[src/rtl/alu_sequencer_if.sv]
// Control-unit side of the ALU sequencer: operand bus, op request and result return.
// The control unit is the master; the sequencer is the slave.
interface alu_sequencer_if;
  logic [15:0] bus_in;
  logic        load_a;
  logic        load_b;
  logic        start;
  logic [2:0]  op;
  logic        busy;
  logic        done;
  logic [15:0] result;
  logic [7:0]  flags;

  modport master (
    output bus_in,
    output load_a,
    output load_b,
    output start,
    output op,
    input  busy,
    input  done,
    input  result,
    input  flags
  );

  modport slave (
    input  bus_in,
    input  load_a,
    input  load_b,
    input  start,
    input  op,
    output busy,
    output done,
    output result,
    output flags
  );
endinterface

[src/rtl/alu_sequencer.sv]
// Initiator-side controller for the 16-bit ALU: latches operands, issues an op over the
// ALU's two-cycle registered timing, and holds the captured result and flags.
module alu_sequencer #(
  parameter logic [15:0] DIV0_RESULT = 16'hFFFF
) (
  input  logic                  clk,
  input  logic                  rst,
  alu_sequencer_if.slave        ctl_io,
  output logic [15:0]           alu_a_o,
  output logic [15:0]           alu_b_o,
  output logic [2:0]            alu_sel_o,
  output logic                  alu_oe_o,
  input  logic [15:0]           alu_o_i,
  input  logic [7:0]            alu_f_i
);

  localparam logic [2:0] OpDiv = 3'b101;

  typedef enum logic [1:0] {StIdle, StIssue, StCapture, StDone} state_e;

  state_e      state_q, state_d;
  logic [15:0] a_q, a_d;
  logic [15:0] b_q, b_d;
  logic [2:0]  sel_q, sel_d;
  logic [15:0] result_q, result_d;
  logic [7:0]  flags_q, flags_d;
  logic        in_flight;
  logic        unused_flags;

  assign unused_flags = ^alu_f_i[7:2];
  assign in_flight    = (state_q == StIssue) || (state_q == StCapture);

  // Operands are frozen while the ALU is enabled so they stay stable through CAPTURE.
  always_comb begin
    a_d = a_q;
    b_d = b_q;
    if (!in_flight) begin
      if (ctl_io.load_a) a_d = ctl_io.bus_in;
      if (ctl_io.load_b) b_d = ctl_io.bus_in;
    end
  end

  always_comb begin
    state_d  = state_q;
    sel_d    = sel_q;
    result_d = result_q;
    flags_d  = flags_q;
    case (state_q)
      StIdle: begin
        if (ctl_io.start) begin
          sel_d = ctl_io.op;
          // b_d includes a same-edge load, so the divisor check sees the new operand.
          if ((ctl_io.op == OpDiv) && (b_d == 16'h0000)) begin
            state_d  = StDone;
            result_d = DIV0_RESULT;
            flags_d  = 8'h08;
          end else begin
            state_d = StIssue;
          end
        end
      end
      StIssue: state_d = StCapture;
      StCapture: begin
        result_d = alu_o_i;
        flags_d  = {5'b0_0000, alu_o_i[15], alu_f_i[1], alu_f_i[0]};
        state_d  = StDone;
      end
      StDone: state_d = StIdle;
      default: state_d = StIdle;
    endcase
  end

  always_ff @(posedge clk or posedge rst) begin
    if (rst) begin
      state_q  <= StIdle;
      a_q      <= '0;
      b_q      <= '0;
      sel_q    <= '0;
      result_q <= '0;
      flags_q  <= '0;
    end else begin
      state_q  <= state_d;
      a_q      <= a_d;
      b_q      <= b_d;
      sel_q    <= sel_d;
      result_q <= result_d;
      flags_q  <= flags_d;
    end
  end

  assign ctl_io.busy   = in_flight;
  assign ctl_io.done   = (state_q == StDone);
  assign ctl_io.result = result_q;
  assign ctl_io.flags  = flags_q;
  assign alu_a_o       = a_q;
  assign alu_b_o       = b_q;
  assign alu_sel_o     = sel_q;
  assign alu_oe_o      = in_flight;

endmodule

[src/flat_wrapper.sv]
// flat-port wrapper written by rule: the top's interface ports become plain ports
module alu_sequencer_flat 
#(
  parameter logic [15:0] DIV0_RESULT = 16'hFFFF
)
  (clk, rst, alu_a_o, alu_b_o, alu_sel_o, alu_oe_o, alu_o_i, alu_f_i, ctl_io_bus_in, ctl_io_load_a, ctl_io_load_b, ctl_io_start, ctl_io_op, ctl_io_busy, ctl_io_done, ctl_io_result, ctl_io_flags);
  alu_sequencer_if ctl_io_i ();
  input  logic clk;
  input  logic rst;
  output logic [15:0] alu_a_o;
  output logic [15:0] alu_b_o;
  output logic [2:0] alu_sel_o;
  output logic alu_oe_o;
  input  logic [15:0] alu_o_i;
  input  logic [7:0] alu_f_i;
  input wire logic [$bits(ctl_io_i.bus_in)-1:0] ctl_io_bus_in;
  input wire logic [$bits(ctl_io_i.load_a)-1:0] ctl_io_load_a;
  input wire logic [$bits(ctl_io_i.load_b)-1:0] ctl_io_load_b;
  input wire logic [$bits(ctl_io_i.start)-1:0] ctl_io_start;
  input wire logic [$bits(ctl_io_i.op)-1:0] ctl_io_op;
  output wire logic [$bits(ctl_io_i.busy)-1:0] ctl_io_busy;
  output wire logic [$bits(ctl_io_i.done)-1:0] ctl_io_done;
  output wire logic [$bits(ctl_io_i.result)-1:0] ctl_io_result;
  output wire logic [$bits(ctl_io_i.flags)-1:0] ctl_io_flags;
  assign ctl_io_i.bus_in = ctl_io_bus_in;
  assign ctl_io_i.load_a = ctl_io_load_a;
  assign ctl_io_i.load_b = ctl_io_load_b;
  assign ctl_io_i.start = ctl_io_start;
  assign ctl_io_i.op = ctl_io_op;
  assign ctl_io_busy = ctl_io_i.busy;
  assign ctl_io_done = ctl_io_i.done;
  assign ctl_io_result = ctl_io_i.result;
  assign ctl_io_flags = ctl_io_i.flags;
  alu_sequencer #(.DIV0_RESULT(DIV0_RESULT)) u_core (.clk(clk), .rst(rst), .ctl_io(ctl_io_i), .alu_a_o(alu_a_o), .alu_b_o(alu_b_o), .alu_sel_o(alu_sel_o), .alu_oe_o(alu_oe_o), .alu_o_i(alu_o_i), .alu_f_i(alu_f_i));
endmodule
[config.mk]
export PLATFORM = sky130hd
export DESIGN_NAME = alu_sequencer_flat
export DESIGN_NICKNAME = d
export VERILOG_FILES = /design/src/rtl/alu_sequencer_if.sv /design/src/rtl/alu_sequencer.sv /design/src/flat_wrapper.sv
export SDC_FILE = /design/constraint.sdc
export NUM_CORES = 1
export LEC_CHECK = 0
export ABC_CLOCK_PERIOD_IN_PS = 6100
export BUFFER_PORTS_ARGS = -buffer_cell sky130_fd_sc_hd__buf_2
export CAP_MARGIN = 10
export CORE_MARGIN = 5
export CORE_UTILIZATION = 49
export DETAILED_ROUTE_END_ITERATION = 10
export GPL_TIMING_DRIVEN = 0
export PLACE_DENSITY = 0.87
export SLEW_MARGIN = 20
export SYNTH_ARGS = -nofsm -noshare
export SYNTH_HDL_FRONTEND = slang
export SYNTH_SLANG_ARGS = --single-unit
[constraint.sdc]
create_clock -name clk -period 6.1 [get_ports clk]
set_input_delay 1.22 -clock clk [delete_from_list [all_inputs] [get_ports clk]]
set_output_delay 1.22 -clock clk [all_outputs]
set_load 0.01 [all_outputs]
==> results.md, run 1 <==
| Group | Item | Reported |
|:---|:---|:---|
| placed design | Final HPWL DP | 4490 microns |
| placed design | Count of port buffers added during placement | 99 |
| detailed routing | Router iterations before antenna repair | 4 |
| clock network | Master cell of the clock root buffer | sky130_fd_sc_hd__clkbuf_8 |
| power and ir drop | Switching pwr | 0.700 mW |
| power and ir drop | Peak VDD IR | 334 uV |
| power and ir drop | Clock network power share | 17.3% |
| critical path | Data required time at the worst endpoint | 4.88 ns |
| die | Effective utilization at floorplan | 50.5% |
| placed design | GP Congestion | 0.706 |
| clock network | Deepest clock path buffer count | 2 |
| power and ir drop | Internal power consumption | 1.25 mW |
| clock network | Total of cells resized after clock tree synthesis | 0 |
| yosys | Total number of yosys warnings | 0 |
| sta | Actual slew at the worst max-slew pin | 0.703 ns |
| detailed routing | DR iter-0 viols | 43 |
| placed design | Dpl cell area | 3180 sq um |
| critical path | Type of the setup path with the least slack | reg -> out |
| sta | Final cycle utilization of the critical path | 43.4% |
| yosys | Number of instances in the synthesized netlist | 188 |
| sta | Total negative setup slack | 0 ns |
| finish | Number of nets in the final layout | 353 |
| sta | Headroom to the max-slew limit | 53.1% |
| detailed routing | Final routed wire length divided by cell count | 16.0 microns |
| yosys | Post-Syn Area | 2580 sq um |
| clock network | Hold buffer count at CTS | 0 |
| critical path | Worst reg2reg path startpoint | u_core.state_q[0]$_DFFE_PP0P_ |
| power and ir drop | Sequential share of power | 35.3% |
| clock network | TritonCTS clock tree | yes |
| global routing | Initial antenna violation count | 0 |
| critical path | Crit-path max cell delay | 0.38 ns |
| yosys | Top area cells in the synthesized netlist | sky130_fd_sc_hd__dfrtp_1 55%, sky130_fd_sc_hd__mux2_2 15%, sky130_fd_sc_hd__a2bb2oi_2 5.8%, sky130_fd_sc_hd__nor2b_1 4.6%, sky130_fd_sc_hd__a2bb2oi_1 2.0% |
| detailed routing | Vias per cell | 5.06 |
| yosys | Yosys reg bits | 57 |
| critical path | Arr. time, crit path | 1.42 ns |
| critical path | Worst reg2reg path depth | 6 |
| finish | Final cell count without fillers | 374 |
| critical path | Highest net fanout along the worst path | 5 |
| power and ir drop | Static leakage | 1.62 nW |
| sta | Worst Setup Slack, final | 3.46 ns |
| die | Number of top-level pins | 110 |
| power and ir drop | Logic gate share of total power | 47.4% |
| die | Core Rows | 26 |
| global routing | Aggregate global-route resource usage | 19.1% |
| critical path | Cell Chain, Critical Path | inv_1 > ha_1 > buf_4 > buf_2 |
| placed design | Worst setup slack after placement | 3.24 ns |
| sta | Tmin final | 2.64 ns |
| die | Die Footprint | 6810 sq um |
| finish | Final Instance Area | 3360 sq um |
| yosys | Post-synthesis sequential area ratio | 55.3% |
| detailed routing | Overall via count from detail_route | 1891 |
| global routing | First-pass GRT wire length | 9540 microns |
| die | Placeable core region | 5110 sq um |
| detailed routing | Wire length reported by the detailed router | 5970 microns |
| sta | Fmax | 0.378 GHz |
| clock network | Buffers inserted by post-CTS timing repair | 0 |
| critical path | CP endpoint | ctl_io_busy |
| clock network | Total clock buffers created by CTS | 9 |
| sta | Final hold viol count | 0 |
| global routing | Largest net degree at the start of global routing | 58 |
| sta | RSZ-0062 raised after global routing | false |
| sta | Number of pins exceeding their max-slew limit in the final report | 0 |
| finish | Area growth, synth to finish | 30.2% |
| clock network | Clock Latency Late Sink | 0.33 ns |
| clock network | Sink Count | 57 |
| power and ir drop | Areal power density over the cells | 581 nW/um^2 |
| yosys | Post-Synthesis Mean Instance Area | 13.7 sq um |
| critical path | Endpoint of the lowest-slack register-to-register path | u_core.alu_a_o[10]$_DFFE_PP0P_ |
| detailed routing | Remaining design rule violation count | 0 |
| critical path | Critical path capture point type | primary output |
| finish | Inserted Diodes | 0 |
| detailed routing | Post-route antenna net violation count | 0 |
| sta | Skew final | 0.00737 ns |
| yosys | Cell taking the most area after synthesis | sky130_fd_sc_hd__dfrtp_1 |
| die | Horiz. Die Dim | 82.5 microns |
| clock network | Number of H-tree branching levels | 3 |
| placed design | Cells after DPL | 360 |
| sta | Count of final setup violators | 0 |
| yosys | Top cell type's share of synthesized area | 55.3% |
| power and ir drop | Net switching share of the total power | 35.9% |
| run | Max cap viols | 0 |
| clock network | Clock transition time at the flip-flop clock pins of the worst setup and hold paths | 0.06 ns |
| global routing | Number of global-route vias before repair | 1946 |
| finish | Fraction of layout instances using a drive strength above 1 | 56.3% |
| hold path | Hold depth | 1 |
| global routing | Leftover overflow at the end of global routing | 0 |
| critical path | CP Launch Type | flip-flop |
| critical path | CP max stage cell | sky130_fd_sc_hd__dfrtp_1 |
| die | Height of the die | 82.5 microns |
| yosys | Number of distinct standard cells referenced by the synthesized netlist | 32 |
| critical path | Crit. Startpoint | u_core.state_q[0]$_DFFE_PP0P_ |
| run status | Outcome | complete, no violations |
| critical path | Slack of the worst reg-to-reg path | 3.64 ns |
| hold path | Min-Delay Path Class | reg -> reg |
-- metrics by stage --
step                      util, %  hold slack (ns)  total power [mW]
after floorplan                 -            0.500              1.30
after global placement       62.1            0.474              1.59
after detailed placement     62.2            0.482              1.63
after CTS                    65.8            0.497              1.97
after global routing         65.8            0.522              2.09
final                        65.8            0.492              1.95
-- worst max-delay path, delay by kind of cell, from the launching register on --
family | cells | cell delay [ns]
adders and majority gates | 1 | 0.31
DFF | 1 | 0.38
buffers and inverters | 3 | 0.42
-- sequential cells by signal (all words and copies together), names as in the netlist --
register	count
u_core.alu_a_o	16
u_core.alu_b_o	16
u_core.ctl_io.result	16
u_core.state_q	2
u_core.ctl_io.flags	4
u_core.alu_sel_o	3
-- Yosys cell counts --
cell type and count:
sky130_fd_sc_hd__nand4b_1 1, sky130_fd_sc_hd__o22ai_1 1, sky130_fd_sc_hd__mux2_4 1, sky130_fd_sc_hd__nor3_1 3
sky130_fd_sc_hd__a2bb2oi_1 6, sky130_fd_sc_hd__a41oi_1 1, sky130_fd_sc_hd__a32o_1 3, sky130_fd_sc_hd__nor4_2 1
sky130_fd_sc_hd__nand2_1 4, sky130_fd_sc_hd__buf_6 3, sky130_fd_sc_hd__nand2b_4 1, sky130_fd_sc_hd__conb_1 1
sky130_fd_sc_hd__clkbuf_1 5, sky130_fd_sc_hd__o21ai_0 1, sky130_fd_sc_hd__ha_1 4, sky130_fd_sc_hd__dfrtp_1 57
sky130_fd_sc_hd__and4_1 1, sky130_fd_sc_hd__nor2_1 6, sky130_fd_sc_hd__buf_4 5, sky130_fd_sc_hd__mux2i_1 2
sky130_fd_sc_hd__a2bb2oi_2 10, sky130_fd_sc_hd__nor4_1 4, sky130_fd_sc_hd__buf_12 1, sky130_fd_sc_hd__nand4_1 2
sky130_fd_sc_hd__a21oi_1 3, sky130_fd_sc_hd__mux2_2 34, sky130_fd_sc_hd__a41o_1 1, sky130_fd_sc_hd__a21o_2 1
sky130_fd_sc_hd__and3b_1 1, sky130_fd_sc_hd__nor2b_1 19, sky130_fd_sc_hd__inv_1 4, sky130_fd_sc_hd__and2b_1 1
-- logic make-up (layout without fill, tap and decap cells) --
kind of cell / count (synthesis) / in the layout / share of synthesized area [%]
fa+ha+maj: 4 / 4 / 1.94
simple gates: 44 / 44 / 10.4
buf+inv: 18 / 131 / 4.85
flops: 57 / 57 / 55.3
other cells: 1 / 4 / 0.145
mux: 37 / 37 / 16.2
compound gates: 27 / 27 / 11.1
-- cells in the final DEF, fill, tap and decap left out --
cell type,Yosys,routed
sky130_fd_sc_hd__buf_2,0,99
sky130_fd_sc_hd__dfrtp_1,57,57
sky130_fd_sc_hd__mux2_2,34,34
sky130_fd_sc_hd__nor2b_1,19,19
sky130_fd_sc_hd__a2bb2oi_2,10,10
sky130_fd_sc_hd__clkbuf_8,0,10
sky130_fd_sc_hd__nor2_1,6,6
sky130_fd_sc_hd__a2bb2oi_1,6,6
sky130_fd_sc_hd__clkbuf_1,5,5
sky130_fd_sc_hd__buf_4,5,5
sky130_fd_sc_hd__nand2_1,4,4
sky130_fd_sc_hd__nor4_1,4,4
sky130_fd_sc_hd__ha_1,4,4
sky130_fd_sc_hd__conb_1,1,4
sky130_fd_sc_hd__buf_6,3,3
sky130_fd_sc_hd__nor3_1,3,3
sky130_fd_sc_hd__inv_1,4,3
sky130_fd_sc_hd__a21oi_1,3,3
sky130_fd_sc_hd__a32o_1,3,3
sky130_fd_sc_hd__clkinv_2,0,3
sky130_fd_sc_hd__nand4_1,2,2
sky130_fd_sc_hd__mux2i_1,2,2
sky130_fd_sc_hd__and2b_1,1,1
sky130_fd_sc_hd__nand2b_4,1,1
sky130_fd_sc_hd__nand4b_1,1,1
sky130_fd_sc_hd__mux2_4,1,1
sky130_fd_sc_hd__nor4_2,1,1
sky130_fd_sc_hd__a21o_2,1,1
sky130_fd_sc_hd__and3b_1,1,1
sky130_fd_sc_hd__a41o_1,1,1
sky130_fd_sc_hd__buf_12,1,1
sky130_fd_sc_hd__inv_4,0,1
sky130_fd_sc_hd__a41oi_1,1,1
sky130_fd_sc_hd__o21ai_0,1,1
sky130_fd_sc_hd__and4_1,1,1
sky130_fd_sc_hd__o22ai_1,1,1
sky130_fd_sc_hd__bufinv_16,0,1
-- layer usage --
layer / routed length (microns) / global-route usage, % / vias up
li1: - / - / 893
met1: 2570 / 24.5 / 926
met2: 2920 / 30.0 / 62
met3: 378 / 5.31 / 10
met4: 109 / 8.50 / 0
met5: 0 / 0 / -
-- worst min-delay path by stage --
stage | start | endpoint | slack [ns]
6_report | u_core.ctl_io.flags[2]$_DFFE_PP0P_ | u_core.ctl_io.flags[2]$_DFFE_PP0P_ | 0.49
5_1_grt | u_core.ctl_io.flags[2]$_DFFE_PP0P_ | u_core.ctl_io.flags[2]$_DFFE_PP0P_ | 0.52
4_1_cts | u_core.ctl_io.flags[0]$_DFFE_PP0P_ | u_core.ctl_io.flags[0]$_DFFE_PP0P_ | 0.50
3_5_place_dp | u_core.ctl_io.flags[0]$_DFFE_PP0P_ | u_core.ctl_io.flags[0]$_DFFE_PP0P_ | 0.48
3_3_place_gp | u_core.ctl_io.flags[2]$_DFFE_PP0P_ | u_core.ctl_io.flags[2]$_DFFE_PP0P_ | 0.47
2_1_floorplan | u_core.state_q[1]$_DFFE_PP0P_ | u_core.state_q[1]$_DFFE_PP0P_ | 0.50
-- power by group through the flow --
stage	combinational [mW]	clock, mW	sequential [mW]
floorplan	0.523	0	0.774
global placement	0.909	0	0.682
detailed placement	0.936	0	0.695
CTS	0.938	0.344	0.689
global route	1.01	0.364	0.712
finish	0.925	0.337	0.689
-- final cells by class --
| cell class | count | area [sq um] |
|---|---|---|
| fill | 417 | 1750 |
| sequential | 57 | 1430 |
| multi-input combinational | 116 | 1040 |
| timing repair buffer | 99 | 495 |
| clock buffer | 10 | 138 |
| buffer | 14 | 110 |
| tap | 70 | 87.6 |
| clock inverter | 4 | 45.0 |
| inverter | 4 | 17.5 |
Power figures use the tool's default switching activity.
==> run 2, diff against run 1 <==
--- a/config.mk
+++ b/config.mk
@@ -5,14 +5,14 @@
 export SDC_FILE = /design/constraint.sdc
 export NUM_CORES = 1
 export LEC_CHECK = 0
-export ABC_CLOCK_PERIOD_IN_PS = 6100
+export ABC_CLOCK_PERIOD_IN_PS = 2500
 export BUFFER_PORTS_ARGS = -buffer_cell sky130_fd_sc_hd__buf_2
 export CAP_MARGIN = 10
 export CORE_MARGIN = 5
-export CORE_UTILIZATION = 49
+export CORE_UTILIZATION = 47
 export DETAILED_ROUTE_END_ITERATION = 10
 export GPL_TIMING_DRIVEN = 0
-export PLACE_DENSITY = 0.87
+export PLACE_DENSITY = 0.84
 export SLEW_MARGIN = 20
 export SYNTH_ARGS = -nofsm -noshare
 export SYNTH_HDL_FRONTEND = slang
==> constraint.sdc (replaced) <==
create_clock -name clk -period 2.5 [get_ports clk]
set_input_delay 0.5 -clock clk [delete_from_list [all_inputs] [get_ports clk]]
set_output_delay 0.5 -clock clk [all_outputs]
set_load 0.01 [all_outputs]
==> run 2 against run 1 <==
Clock power grew to 2.5 times the previous value. Combinational power rose to 2.5 times the previous value. Largest cell class unchanged. Cell area rose by 1.8%. Sequential power increased by 150%. Routed wire length up 1.1%. Sequential share of layout area decreased by 0.73 points. Die area grew 3.7%. Final cell count up 1.3%. Global-route usage fell by 1.3 points. Register-to-register slack worse by 3.5 ns.
==> results.md, run 2 (synthesis results as in run 1) <==
| Group | Item | Reported |
|:---|:---|:---|
| power and ir drop | Tot Pwr | 4.86 mW |
| critical path | Highest net fanout along the worst path | 10 |
| power and ir drop | Logic gate share of total power | 47.9% |
| clock network | TritonCTS clock tree | yes |
| critical path | Arr. time, crit path | 2.63 ns |
| detailed routing | Router iterations before antenna repair | 6 |
| critical path | Critical path capture point type | flip-flop |
| sta | Fmax | 0.420 GHz |
| critical path | CP Launch Type | flip-flop |
| detailed routing | Final routed wire length divided by cell count | 15.9 microns |
| clock network | Number of H-tree branching levels | 3 |
| clock network | Master cell of the clock root buffer | sky130_fd_sc_hd__clkbuf_8 |
| placed design | Cells after DPL | 362 |
| finish | Most common cell after layout, fill and taps aside | sky130_fd_sc_hd__buf_2 |
| run status | Outcome | complete, no violations |
| clock network | Clock transition time at the flip-flop clock pins of the worst setup and hold paths | 0.08 ns |
| critical path | Crit path buffers/inverters | 4 |
| critical path | CP max stage cell | sky130_fd_sc_hd__dfrtp_1 |
| clock network | Clock Latency Late Sink | 0.33 ns |
| clock network | Sink Count | 57 |
| global routing | Initial antenna violation count | 0 |
| power and ir drop | Switching pwr | 1.77 mW |
| detailed routing | Remaining design rule violation count | 0 |
| global routing | Largest net degree at the start of global routing | 58 |
| critical path | Worst reg2reg path depth | 10 |
| detailed routing | Wire length reported by the detailed router | 6040 microns |
| placed design | GP Congestion | 0.770 |
| placed design | Final HPWL DP | 4390 microns |
| finish | Most frequent cells in the layout | 99 x sky130_fd_sc_hd__buf_2, 57 x sky130_fd_sc_hd__dfrtp_1, 34 x sky130_fd_sc_hd__mux2_2, 19 x sky130_fd_sc_hd__nor2b_1, 10 x sky130_fd_sc_hd__a2bb2oi_2 |
| sta | Actual slew at the worst max-slew pin | 0.701 ns |
| critical path | Crit-path max cell delay | 0.40 ns |
| critical path | Data required time at the worst endpoint | 2.75 ns |
| sta | RSZ-0062 raised after global routing | false |
| critical path | Cell mode on critical path | sky130_fd_sc_hd__buf_6 |
| critical path | Endpoint of the lowest-slack register-to-register path | u_core.ctl_io.result[7]$_DFFE_PP0P_ |
| run | Max cap viols | 0 |
| global routing | Aggregate global-route resource usage | 17.7% |
| placed design | Count of port buffers added during placement | 99 |
| power and ir drop | Peak VDD IR | 782 uV |
| die | Placeable core region | 5410 sq um |
| finish | Inserted Diodes | 0 |
| finish | Final design utilization | 63.2% |
| critical path | Cell Chain, Critical Path | inv_1 > ha_4 > nand2b_4 > buf_6 > mux2i_4 > and3b_1 > a41o_1 > buf_6 > buf_12 > a2bb2oi_2 |
| finish | Final cell count without fillers | 379 |
| sta | Number of pins exceeding their max-slew limit in the final report | 0 |
| sta | Final hold viol count | 0 |
| detailed routing | DR iter-0 viols | 51 |
| hold path | Min-Delay Path Class | in -> async |
| detailed routing | Overall via count from detail_route | 1913 |
| finish | Area growth, synth to finish | 32.5% |
| critical path | Type of the setup path with the least slack | reg -> reg |
| die | Die Footprint | 7070 sq um |
| global routing | Number of global-route vias before repair | 2033 |
| critical path | Crit. Startpoint | u_core.state_q[1]$_DFFE_PP0P_ |
| power and ir drop | Areal power density over the cells | 1420 nW/um^2 |
| finish | Fraction of layout instances using a drive strength above 1 | 57.7% |
| die | Number of top-level pins | 110 |
| clock network | Deepest clock path buffer count | 2 |
| sta | Final cycle utilization of the critical path | 95.2% |
| power and ir drop | Clock network power share | 17.4% |
| detailed routing | Post-route antenna net violation count | 0 |
| clock network | Total clock buffers created by CTS | 9 |
| power and ir drop | Static leakage | 1.62 nW |
| die | Effective utilization at floorplan | 47.7% |
| sta | Count of final setup violators | 0 |
| die | Core Rows | 27 |
| sta | Headroom to the max-slew limit | 53.3% |
| critical path | Slack of the worst reg-to-reg path | 0.12 ns |
| finish | Number of nets in the final layout | 354 |
| sta | Skew final | 0.0113 ns |
| sta | Tmin final | 2.38 ns |
| critical path | Gate family responsible for the most delay along the worst path | buffers and inverters |
| power and ir drop | Net switching share of the total power | 36.4% |
| detailed routing | Vias per cell | 5.05 |
| critical path | Worst reg2reg path startpoint | u_core.state_q[1]$_DFFE_PP0P_ |
| global routing | Leftover overflow at the end of global routing | 0 |
| die | Height of the die | 84.1 microns |
| power and ir drop | Sequential share of power | 34.7% |
| power and ir drop | Internal power consumption | 3.10 mW |
| global routing | First-pass GRT wire length | 10000 microns |
| die | Horiz. Die Dim | 84.1 microns |
## run 2: cell count changes in the layout (fill, tap and decap cells not counted), sizes merged
cell,before,now
buf,108,109
clkbuf,15,14
clkinv,3,4
clkinvlp,0,1
inv,4,5
## run 2: routing by layer
metal  vias to the layer above  global-route usage [%]  wire length [microns]
met5                         -                       0                      0
met4                         0                    8.04                    114
met3                        11                    4.15                    332
met2                        65                    29.2                   3050
met1                       942                    22.0                   2540
li1                        895                       -                      -
## run 2: what timing repair did
| action | CTS | global route |
|---|---|---|
| endpoints found under the setup margin | 0 | 28 |
| resized for setup | 0 | 6 |
| hold buffers | 0 | 0 |
| buffers inserted | 0 | 1 |
## run 2: worst max path at each step
| stage | end | depth (start not counted) |
|---|---|---|
| 3_5_place_dp | u_core.ctl_io.flags[0]$_DFFE_PP0P_ | 9 |
| 2_1_floorplan | u_core.ctl_io.flags[0]$_DFFE_PP0P_ | 9 |
| 3_3_place_gp | u_core.alu_a_o[12]$_DFFE_PP0P_ | 2 |
| 5_1_grt | u_core.ctl_io.flags[1]$_DFFE_PP0P_ | 9 |
| 6_report | u_core.ctl_io.result[7]$_DFFE_PP0P_ | 10 |
| 4_1_cts | u_core.ctl_io.result[7]$_DFFE_PP0P_ | 10 |
## run 2: through the flow
stage / setup WS (ns) / instance area [sq um] / hold WS (ns) / setup TNS [ns]
2_1_floorplan: 0.252 / 2590 / 0.500 / 0
3_3_place_gp: -0.0858 / 3180 / 0.472 / -4.75
3_5_place_dp: 0.0331 / 3180 / 0.477 / 0
4_1_cts: 0.000283 / 3370 / 0.308 / 0
5_1_grt: 0.0232 / 3420 / 0.350 / 0
6_report: 0.120 / 3420 / 0.291 / 0
## run 2: area by class of cell
class | instances | area [sq um]
clock inverters | 7 | 70.1
fillers | 442 | 1990
flip-flops and latches | 57 | 1430
plain buffers | 14 | 110
clock buffers | 9 | 124
repair buffers | 100 | 503
inverters | 4 | 17.5
multi-input cells | 116 | 1080
well taps | 72 | 90.1
## run 2: power groups by stage
| stage | Combinational (mW) | Clock, mW | Sequential (mW) |
|---|---|---|---|
| after floorplan | 1.28 | 0 | 1.89 |
| after global placement | 2.21 | 0 | 1.67 |
| after detailed placement | 2.27 | 0 | 1.70 |
| after CTS | 2.28 | 0.869 | 1.69 |
| after global routing | 2.52 | 0.916 | 1.75 |
| final | 2.33 | 0.845 | 1.69 |
==> run 3, diff against run 2 <==
--- a/config.mk
+++ b/config.mk
@@ -9,10 +9,11 @@
 export BUFFER_PORTS_ARGS = -buffer_cell sky130_fd_sc_hd__buf_2
 export CAP_MARGIN = 10
 export CORE_MARGIN = 5
-export CORE_UTILIZATION = 47
+export CORE_UTILIZATION = 49
+export CTS_BUF_LIST = sky130_fd_sc_hd__clkbuf_8
 export DETAILED_ROUTE_END_ITERATION = 10
 export GPL_TIMING_DRIVEN = 0
-export PLACE_DENSITY = 0.84
+export PLACE_DENSITY = 0.87
 export SLEW_MARGIN = 20
 export SYNTH_ARGS = -nofsm -noshare
 export SYNTH_HDL_FRONTEND = slang
==> run 3 against run 2 <==
Non-clock buffer count down 1. Routed wire length down 0.60%. Via count down 1.4%. Core utilization up 3.3 points. Hold slack worse by 0.0032 ns. Worst setup slack better by 0.013 ns. Sequential share of layout area up 0.25 points. Highest routed layer unchanged.
==> results.md, run 3 (synthesis results as in run 1) <==
| Group | Item | Reported |
|:---|:---|:---|
| power and ir drop | Tot Pwr | 4.84 mW |
| die | Effective utilization at floorplan | 50.5% |
| finish | Area growth, synth to finish | 31.7% |
| detailed routing | Vias per cell | 5.05 |
| global routing | First-pass GRT wire length | 9540 microns |
| clock network | Total of cells resized after clock tree synthesis | 0 |
| power and ir drop | Clock network power share | 17.0% |
| sta | Count of final setup violators | 0 |
| power and ir drop | Internal power consumption | 3.10 mW |
| finish | Inserted Diodes | 0 |
| finish | Most common cell after layout, fill and taps aside | sky130_fd_sc_hd__buf_2 |
| die | Number of top-level pins | 110 |
| global routing | Number of global-route vias before repair | 1946 |
| power and ir drop | Static leakage | 1.62 nW |
| sta | Skew final | 0.00753 ns |
| detailed routing | Final routed wire length divided by cell count | 16.0 microns |
| global routing | Leftover overflow at the end of global routing | 0 |
| sta | Actual slew at the worst max-slew pin | 0.704 ns |
| global routing | Largest net degree at the start of global routing | 58 |
| sta | Final cycle utilization of the critical path | 94.7% |
| detailed routing | Router iterations before antenna repair | 4 |
| die | Height of the die | 82.5 microns |
| clock network | Buffers inserted by post-CTS timing repair | 0 |
| finish | Final design utilization | 66.5% |
| power and ir drop | Logic gate share of total power | 48.3% |
| die | Horiz. Die Dim | 82.5 microns |
| clock network | TritonCTS clock tree | yes |
| sta | Tmin final | 2.37 ns |
| power and ir drop | Sequential share of power | 34.7% |
| critical path | Worst reg2reg path startpoint | u_core.state_q[1]$_DFFE_PP0P_ |
| power and ir drop | Peak VDD IR | 830 uV |
| placed design | Count of port buffers added during placement | 99 |
| placed design | GP Congestion | 0.706 |
| sta | Fmax | 0.423 GHz |
| detailed routing | Overall via count from detail_route | 1887 |
| critical path | Critical path capture point type | flip-flop |
| global routing | Initial antenna violation count | 0 |
| detailed routing | Remaining design rule violation count | 0 |
| sta | Hold WS | 0.288 ns |
| power and ir drop | Switching pwr | 1.74 mW |
| detailed routing | DR iter-0 viols | 53 |
| critical path | Highest net fanout along the worst path | 10 |
| finish | Fraction of layout instances using a drive strength above 1 | 57.6% |
| detailed routing | Wire length reported by the detailed router | 6000 microns |
| clock network | Clock transition time at the flip-flop clock pins of the worst setup and hold paths | 0.07 ns |
| finish | Number of nets in the final layout | 353 |
| die | Core Rows | 26 |
| placed design | Final HPWL DP | 4490 microns |
| clock network | Total clock buffers created by CTS | 9 |
| clock network | Number of H-tree branching levels | 3 |
| clock network | Hold buffer count at CTS | 0 |
| critical path | Arr. time, crit path | 2.58 ns |
| run | Max cap viols | 0 |
| finish | Most frequent cells in the layout | 99 x sky130_fd_sc_hd__buf_2, 57 x sky130_fd_sc_hd__dfrtp_1, 34 x sky130_fd_sc_hd__mux2_2, 19 x sky130_fd_sc_hd__nor2b_1 |
| die | Die Footprint | 6810 sq um |
| power and ir drop | Areal power density over the cells | 1430 nW/um^2 |
| clock network | Sink Count | 57 |
| critical path | Slack of the worst reg-to-reg path | 0.13 ns |
| critical path | Type of the setup path with the least slack | reg -> reg |
| critical path | Data required time at the worst endpoint | 2.71 ns |
| power and ir drop | Net switching share of the total power | 35.9% |
| hold path | Min-Delay Path Class | in -> async |
| clock network | Master cell of the clock root buffer | sky130_fd_sc_hd__clkbuf_8 |
| critical path | Crit. Startpoint | u_core.state_q[1]$_DFFE_PP0P_ |
| critical path | CP Launch Type | flip-flop |
| sta | Number of pins exceeding their max-slew limit in the final report | 0 |
| clock network | Deepest clock path buffer count | 2 |
| run status | Outcome | complete, no violations |
| sta | Final hold viol count | 0 |
| sta | RSZ-0062 raised after global routing | false |
| global routing | Aggregate global-route resource usage | 19.1% |
| clock network | Clock Latency Late Sink | 0.33 ns |
| detailed routing | Post-route antenna net violation count | 0 |
| sta | Headroom to the max-slew limit | 53.1% |
| die | Placeable core region | 5110 sq um |
## run 3: changes by cell type in the layout (fill, tap and decap cells not counted)
cell	before	now
sky130_fd_sc_hd__clkinvlp_4	1	0
sky130_fd_sc_hd__clkbuf_8	9	10
sky130_fd_sc_hd__clkbuf_2	0	1
sky130_fd_sc_hd__clkinv_4	1	0
sky130_fd_sc_hd__inv_6	1	0
sky130_fd_sc_hd__clkbuf_1	5	4
sky130_fd_sc_hd__buf_4	6	5
## run 3: area by class of cell
| type | instances | area, sq um |
|---|---|---|
| sequential | 57 | 1430 |
| timing repair buffer | 99 | 495 |
| inverter | 4 | 17.5 |
| fill | 410 | 1710 |
| multi-input combinational | 116 | 1080 |
| buffer | 14 | 111 |
| tap | 70 | 87.6 |
| clock buffer | 10 | 138 |
| clock inverter | 4 | 45.0 |
## run 3: power groups by stage
stage | logic (mW) | registers (mW) | clock network, mW
after floorplan | 1.28 | 1.89 | 0
after global placement | 2.22 | 1.66 | 0
after detailed placement | 2.28 | 1.70 | 0
after CTS | 2.29 | 1.68 | 0.840
after global routing | 2.55 | 1.74 | 0.889
final | 2.34 | 1.68 | 0.824
## run 3: path summary, 6_finish.rpt
kind | endpoint | depth (start not counted)
hold reg to reg | u_core.ctl_io.flags[2]$_DFFE_PP0P_ | 1
hold / removal | u_core.alu_a_o[9]$_DFFE_PP0P_ | 2
setup / recovery | u_core.ctl_io.flags[1]$_DFFE_PP0P_ | 9
min in group clk | u_core.ctl_io.result[8]$_DFFE_PP0P_ | 3
max in group asynchronous | u_core.ctl_io.result[11]$_DFFE_PP0P_ | 2
setup reg to reg | u_core.ctl_io.flags[1]$_DFFE_PP0P_ | 9
## run 3: worst max-delay path, stage by stage (launching register included)
cell,delay (ns)
sky130_fd_sc_hd__dfrtp_1,0.39
sky130_fd_sc_hd__inv_1,0.11
sky130_fd_sc_hd__ha_4,0.30
sky130_fd_sc_hd__nand2b_4,0.13
sky130_fd_sc_hd__buf_6,0.16
sky130_fd_sc_hd__mux2i_4,0.27
sky130_fd_sc_hd__and3b_1,0.23
sky130_fd_sc_hd__a41o_1,0.26
sky130_fd_sc_hd__buf_6,0.15
sky130_fd_sc_hd__a32o_1,0.26
## run 3: per-stage QoR
| stage | area (sq um) | worst slack [ns] | TNS, ns | cells |
|---|---|---|---|---|
| 3_5_place_dp | 3180 | 0.0757 | 0 | 360 |
| 3_3_place_gp | 3170 | -0.0770 | -4.27 | 360 |
| 4_1_cts | 3360 | 0.0565 | 0 | 374 |
| 6_report | 3400 | 0.134 | 0 | 374 |
| 5_1_grt | 3400 | 0.0236 | 0 | 374 |
| 2_1_floorplan | 2590 | 0.252 | 0 | 191 |
## run 3: routing by layer
metal / vias to the layer above / track usage (%) / share of wire, %
li1: 894 / - / -
met1: 917 / 24.5 / 43
met2: 65 / 30.0 / 49
met3: 11 / 5.31 / 6.6
met4: 0 / 8.50 / 1.2
met5: - / 0 / 0
